### config.mk
export PLATFORM = sky130hd
export DESIGN_NAME = fetch_unit
export DESIGN_NICKNAME = d
export VERILOG_FILES = /design/src/rtl/fetch_unit.sv
export SDC_FILE = /design/constraint.sdc
export NUM_CORES = 1
export LEC_CHECK = 0
export CAP_MARGIN = 20
export CORE_MARGIN = 4
export CORE_UTILIZATION = 44
export CTS_BUF_LIST = sky130_fd_sc_hd__clkbuf_16
export DETAILED_ROUTE_END_ITERATION = 8
export PLACE_DENSITY = 0.81
export SKIP_LAST_GASP = 1
export SLEW_MARGIN = 10
export SYNTH_ARGS = -nofsm -noshare
export SYNTH_HDL_FRONTEND = slang
export SYNTH_SLANG_ARGS = --single-unit
### constraint.sdc
create_clock -name clk -period 3.9 [get_ports clk]
set_input_delay 0.78 -clock clk [delete_from_list [all_inputs] [get_ports clk]]
set_output_delay 0.78 -clock clk [all_outputs]
set_load 0.01 [all_outputs]
### src/rtl/fetch_unit.sv
// Instruction-fetch stage: owns the PC, issues one imem request at a time and
// hands each fetched word with its PC to decode over a valid/ready handshake.
// Redirects override the normal flow; in-flight fetches are squashed.
module fetch_unit #(
  parameter logic [31:0] RESET_PC = 32'h0000_0000,
  parameter logic [31:0] NOP_INST = 32'h0000_0013
) (
  input  logic        clk,
  input  logic        rst,
  output logic        imem_req_valid,
  input  logic        imem_req_ready,
  output logic [31:0] imem_req_addr,
  input  logic        imem_rsp_valid,
  input  logic [31:0] imem_rsp_data,
  input  logic        redirect_valid,
  input  logic [31:0] redirect_pc,
  output logic        if_valid,
  input  logic        if_ready,
  output logic [31:0] if_pc,
  output logic [31:0] if_inst
);

  localparam int unsigned XLEN = 32;
  localparam logic [XLEN-1:0] ALIGN_MASK = ~XLEN'(3);
  localparam logic [XLEN-1:0] PC_INIT    = RESET_PC & ALIGN_MASK;
  localparam logic [XLEN-1:0] PC_STEP    = XLEN'(4);

  typedef enum logic [1:0] {
    S_REQ  = 2'd0,
    S_WAIT = 2'd1,
    S_HOLD = 2'd2,
    S_DROP = 2'd3
  } state_t;

  state_t          state, state_nxt;
  logic [XLEN-1:0] pc, pc_nxt;
  logic            if_valid_nxt;
  logic [XLEN-1:0] if_pc_nxt, if_inst_nxt;
  logic [XLEN-1:0] redir_pc;

  // Redirect target with the byte-offset bits cleared
  assign redir_pc = redirect_pc & ALIGN_MASK;

  // Request port is decoded straight from state/pc; held low during reset
  assign imem_req_valid = (state == S_REQ) && !rst;
  assign imem_req_addr  = pc;

  // State, PC and decode-facing output registers
  always_ff @(posedge clk or posedge rst) begin
    if (rst) begin
      state    <= S_REQ;
      pc       <= PC_INIT;
      if_valid <= 1'b0;
      if_pc    <= '0;
      if_inst  <= NOP_INST;
    end else begin
      state    <= state_nxt;
      pc       <= pc_nxt;
      if_valid <= if_valid_nxt;
      if_pc    <= if_pc_nxt;
      if_inst  <= if_inst_nxt;
    end
  end

  // Next-state and next-output selection; a redirect preempts the normal path
  always_comb begin
    state_nxt    = state;
    pc_nxt       = pc;
    if_valid_nxt = if_valid;
    if_pc_nxt    = if_pc;
    if_inst_nxt  = if_inst;

    unique case (state)
      S_REQ: begin
        if (redirect_valid) begin
          // an accepted request is now stale and its response must be dropped
          state_nxt = imem_req_ready ? S_DROP : S_REQ;
        end else if (imem_req_ready) begin
          state_nxt = S_WAIT;
        end
      end
      S_WAIT: begin
        if (redirect_valid) begin
          state_nxt = imem_rsp_valid ? S_REQ : S_DROP;
        end else if (imem_rsp_valid) begin
          if_valid_nxt = 1'b1;
          if_pc_nxt    = pc;
          if_inst_nxt  = imem_rsp_data;
          pc_nxt       = pc + PC_STEP;
          state_nxt    = S_HOLD;
        end
      end
      S_HOLD: begin
        // squash on redirect even if decode is accepting this cycle
        if (redirect_valid || if_ready) begin
          if_valid_nxt = 1'b0;
          if_inst_nxt  = NOP_INST;
          state_nxt    = S_REQ;
        end
      end
      S_DROP: begin
        if (imem_rsp_valid) begin
          state_nxt = S_REQ;
        end
      end
      default: begin
        state_nxt = S_REQ;
      end
    endcase

    // latest redirect always wins the PC
    if (redirect_valid) begin
      pc_nxt = redir_pc;
    end
  end

endmodule
* After elaboration in Yosys (flattened, before gate mapping) *
Cells that the tools add are included.

word-level totals
  logic and storage cells = 47
  bits of input ports = 70
  register bits after elaboration = 99
  output and inout bits = 98

cells by class
  muxes and demuxes = 20
  bitwise operators = 1
  reductions and logical operators = 11
  eq/ne operators = 9
  add/subtract/negate cells = 1

operators by type and width
  operator                                                               number
  32-bit 2-to-1 mux                                                      6
  32-bit one-hot mux with 2 select lines                                 1
  32-bit by 3-bit adder with 32-bit output, second input constant        1
  2-bit 2-to-1 mux                                                       8
  2-bit inequality test, second input constant                           4
  2-bit one-hot mux with 4 select lines                                  1
  4-bit AND reduction                                                    2
  3-bit inequality test, second input constant                           2
  2-bit nonzero test                                                     3
  2-bit equality test, second input constant                             2
  1-bit 2-to-1 mux                                                       3
  3-bit AND reduction                                                    1
  2-bit by 1-bit equality test with 1-bit output, second input constant  1
  2-bit zero test                                                        1
  1-bit one-hot mux with 2 select lines                                  1
  2-bit AND reduction                                                    1
  1-bit logical AND                                                      1
  1-bit zero test                                                        1
  1-bit logical OR                                                       1
  1-bit inverter                                                         1

* Logic depth before layout (Yosys ltp) *
  word-level depth = 4
  mapped depth = 8
  depth with buffers taken out = 5

* Worst setup path after synthesis *
OpenSTA, ideal clock, no wires.

  kind = input -> register
  from = in imem_rsp_valid
  to = reg pc[27] (netlist: imem_req_addr[27])
  setup time = 0.082 ns
  path slack = 1.679 ns
  required time = 3.818 ns
  arrival = 2.139 ns
  stages on the path = 5
  path through = nand3b_4 > or4_1 > buf_2 > or4_1 > a31oi_1

between the ends
  longest elaborated chain between the ends = 2

ends and longest elaborated chain
  what                           line  RTL
  start: declaration             13    input logic imem_rsp_valid,
  2-bit nonzero test (no line)   -
  2-bit AND reduction (no line)  -
  end signal: assignment         58    pc <= pc_nxt;
  end: declaration               36    logic [XLEN-1:0] pc, pc_nxt;

Every way passes these cells.
A chain may end at the register's enable or synchronous reset.

* Worst setup path after layout *
  from = in imem_rsp_valid
  to = reg pc[21] (netlist: imem_req_addr[21])

The elaborated chain is that of the path after synthesis.

==> impl_results.md <==
- Vias: 3827
- Crit path capture type: flop
- WHS Path Cells: 2
- Max FO, Critical Path: 17
- Largest net degree at the start of global routing: 88
- Final #Nets: 649
- Most frequent CP cell: or4_1
- Status: finished clean
- Final WS setup: 996.2 ps
- 1st-iter DRT viols: 193
- Final ANT Viol Nets: 0
- Initial antenna violation count: 0
- Gr ovfl total: 0
- Hold Vio Cnt, Final: 0
- CTS max path bufs: 2
- Vias per inst: 5.375
- Synth-to-Final Area Change: 45.44%
- Vias in the first global route: 3735
- Fin Setup TNS: 0 ps
- ANT cells: 0
- CTS Buf Count: 9
- Io pins: 168
- Max Fclk: 344.4 MHz
- Dpl cell area: 5928 sq um
- Share of layout cells above drive strength 1: 0.05317
- Yosys Warn Count: 0
- Number of setup violations in the final report: 0
- Min Tclk post-route: 2904 ps
- CP bufs+invs: 1
- Critical path's top delay family: simple AND/OR/NAND/NOR gates
- Mapped cell area: 4282 sq um
- CTS root buffer: clkbuf_16
- Worst reg-to-reg setup slack: 1460 ps
- Final Max Slew Viols: 0
- Critical path type: in -> reg
- R2R Path Start: imem_req_addr[2]
- Die area: 11370 sq um
- Die Width: 106.6 um
- H-tree depth: 3
- Worst-path cell chain: clkdlybuf4s50_1, nand3b_4, or4_1, or4_1, a31oi_1
- Rows: 35
- Setup WS pre-CTS: 670.9 ps
- Startpoint types: primary input
- #FFs+latches synth: 95
- Reg2Reg Depth: 5
- PostCTS Resize Cnt: 0
- Max incr delay on CP: 800 ps
- GRT Overall Usage: 0.2107
- Clock sinks: 95
- FF-to-FF End: imem_req_addr[20]
- Required @ worst endpoint: 4150 ps
- Slowest-stage cell, CP: or4_1
- Routed wire per std cell: 17.04 um
- Clock Skew: 9.217 ps
- MaxCap Viol Count: 0
- Post-detail-place hpwl: 8.441 mm
- CP arrival: 3160 ps
- Syn Area/Cell: 9.934 sq um
- DRC: 0
- Port bufs: 161
- GP Congestion: 0.8116
- Hold crit path type: reg -> reg
- Critical hold path startpoint: if_pc[28]
- CTS hold repair buffers: 0
- Maximum VDD drop: 415.2 uV
- Post-Synthesis Cells: 431
- Fraction of registers with async set/reset: 1.000
- Number of flops mapped to enable cells by yosys: 0
- Final Cell Area: 6227 sq um
- Sequential-to-total area share from yosys stat: 0.5561
- Total iterations of the first detailed-routing run: 4
- CTS tree: done
- Clock transition at path regs: 70 ps
- Clk_lat worst skew: 330 ps
- Final WL: 12.14 mm
- Initial Util: 0.4569
- Die H: 106.6 um
- Core area: 9371 sq um
- Setup bufs post-CTS: 0
- Synth cell types: 47
- Tightest Pin Transition: 804.2 ps
- Leakage: 2.656 nW
- Rel. slew slack: 0.4589
- Power Total: 3.767 mW
- First-pass GRT wire length: 19.33 mm
- Final period util: 0.7446
- Synth Flop Type: dfrtp_1
- RSZ-0062 raised after global routing: no
- Power density cells: 604.9 nW/um^2
- Endpoint, Worst Hold: if_pc[28]
## how the worst max path moves through the flow
stage                              start           endpoint  slack, ps  cells past startpoint
after floorplan                      rst        if_inst[10]        650                      1
after global placement    imem_rsp_valid  imem_req_addr[31]        680                      5
after detailed placement  imem_rsp_valid  imem_req_addr[21]        670                      5
after CTS                 imem_rsp_valid  imem_req_addr[21]       1020                      5
after global routing      imem_rsp_valid  imem_req_addr[20]        810                      5
final                     imem_rsp_valid  imem_req_addr[21]       1000                      5
## cells in the mapped netlist, types with 2 or more instances
library cell    n  area, sq um
nor2_1         23        86.33
clkbuf_1       18        67.56
buf_4           5        37.54
nand3_1         9        45.04
and3_1          2        12.51
a211o_1         2        17.52
or4_1          11        82.58
a31oi_1        12        75.07
or3_1           3        18.77
buf_1           2        7.510
nor3_1          5        25.02
o31ai_1        10        75.07
dfstp_2         3        78.83
xnor2_1         9        78.83
and4_1          4        35.03
xor2_1          2        17.52
o21ai_0        22        110.1
a21oi_1         3        15.01
buf_2           4        20.02
o31a_1          4        35.03
nand4_1        10        62.56
nand2_1       106        397.9
nor4_1          7        43.79
inv_1           7        26.28
clkbuf_8        3        41.29
a22o_1         29        254.0
dfrtp_1        92         2302
o22a_1          3        26.28
nand2b_1        3        18.77
## final cells by class
type                            count  area, sq um
Tap cell                          129        161.4
Clock buffer                        9        225.2
Fill cell                         791         3144
Clock inverter                      7        46.29
Sequential cell                    95         2381
Multi-Input combinational cell    297         1704
Inverter                            8        32.53
Timing Repair Buffer              167         1677
## registers in the layout, indices dropped and copies added, names as in the netlist
register and count:
imem_req_addr 30, if_pc 30, if_valid 1, state 2, if_inst 32
## worst register-to-register path, cell delays in order (launching register included)
cell,delay [ps]
dfrtp_1,470
ha_1,200
nand4b_1,300
or3_1,650
or4_1,570
a31oi_1,180
## through the flow
step / utilization / hold WS, ps / cells
6_report: 0.6645 / 472.9 / 712
4_1_cts: 0.6615 / 477.9 / 711
5_1_grt: 0.6645 / 505.3 / 712
3_3_place_gp: 0.6326 / 458.7 / 695
2_1_floorplan: - / 514.0 / 434
3_5_place_dp: 0.6326 / 461.9 / 695
## cell usage in the layout, fill, tap and decap left out, types with 4 or more instances in the layout
master	count
a22o_1	29
a31oi_1	12
and4_1	4
buf_4	5
clkbuf_16	9
clkdlybuf4s50_1	161
conb_1	4
dfrtp_1	92
inv_1	7
nand2_1	106
nand3_1	9
nand4_1	10
nor2_1	21
nor3_1	5
nor4_1	7
o21ai_0	22
o31a_1	4
o31ai_1	10
or4_1	11
xnor2_1	9
## cells by family after synthesis
| group | count (synthesis) | synth area share |
|---|---|---|
| compound gates | 90 | 0.1520 |
| mux | 1 | 0.002338 |
| fa+ha+maj | 1 | 0.002922 |
| buf+inv | 42 | 0.05143 |
| simple gates | 190 | 0.2119 |
| other cells | 1 | 0.0008758 |
| xor+xnor | 11 | 0.02250 |
| flops | 95 | 0.5561 |
## power by group
| group | internal (mW) | leakage, nW | switching [mW] |
|---|---|---|---|
| Clock | 0.433 | 0.133 | 0.386 |
| Combinational | 0.796 | 1.33 | 0.607 |
| Sequential | 1.31 | 1.19 | 0.234 |
| Total | 2.54 | 2.66 | 1.23 |
## metal layers
| layer | up-vias | part of all wire | routed length, um | global-route usage |
|---|---|---|---|---|
| met5 | - | 0 | 0 | 0 |
| met4 | 0 | 0.023 | 274 | 0.07032 |
| met3 | 16 | 0.055 | 664 | 0.04515 |
| met2 | 113 | 0.50 | 6041 | 0.3476 |
| met1 | 1884 | 0.42 | 5155 | 0.2770 |
| li1 | 1814 | - | - | - |
Note: power is estimated with default switching activity, not from simulation.
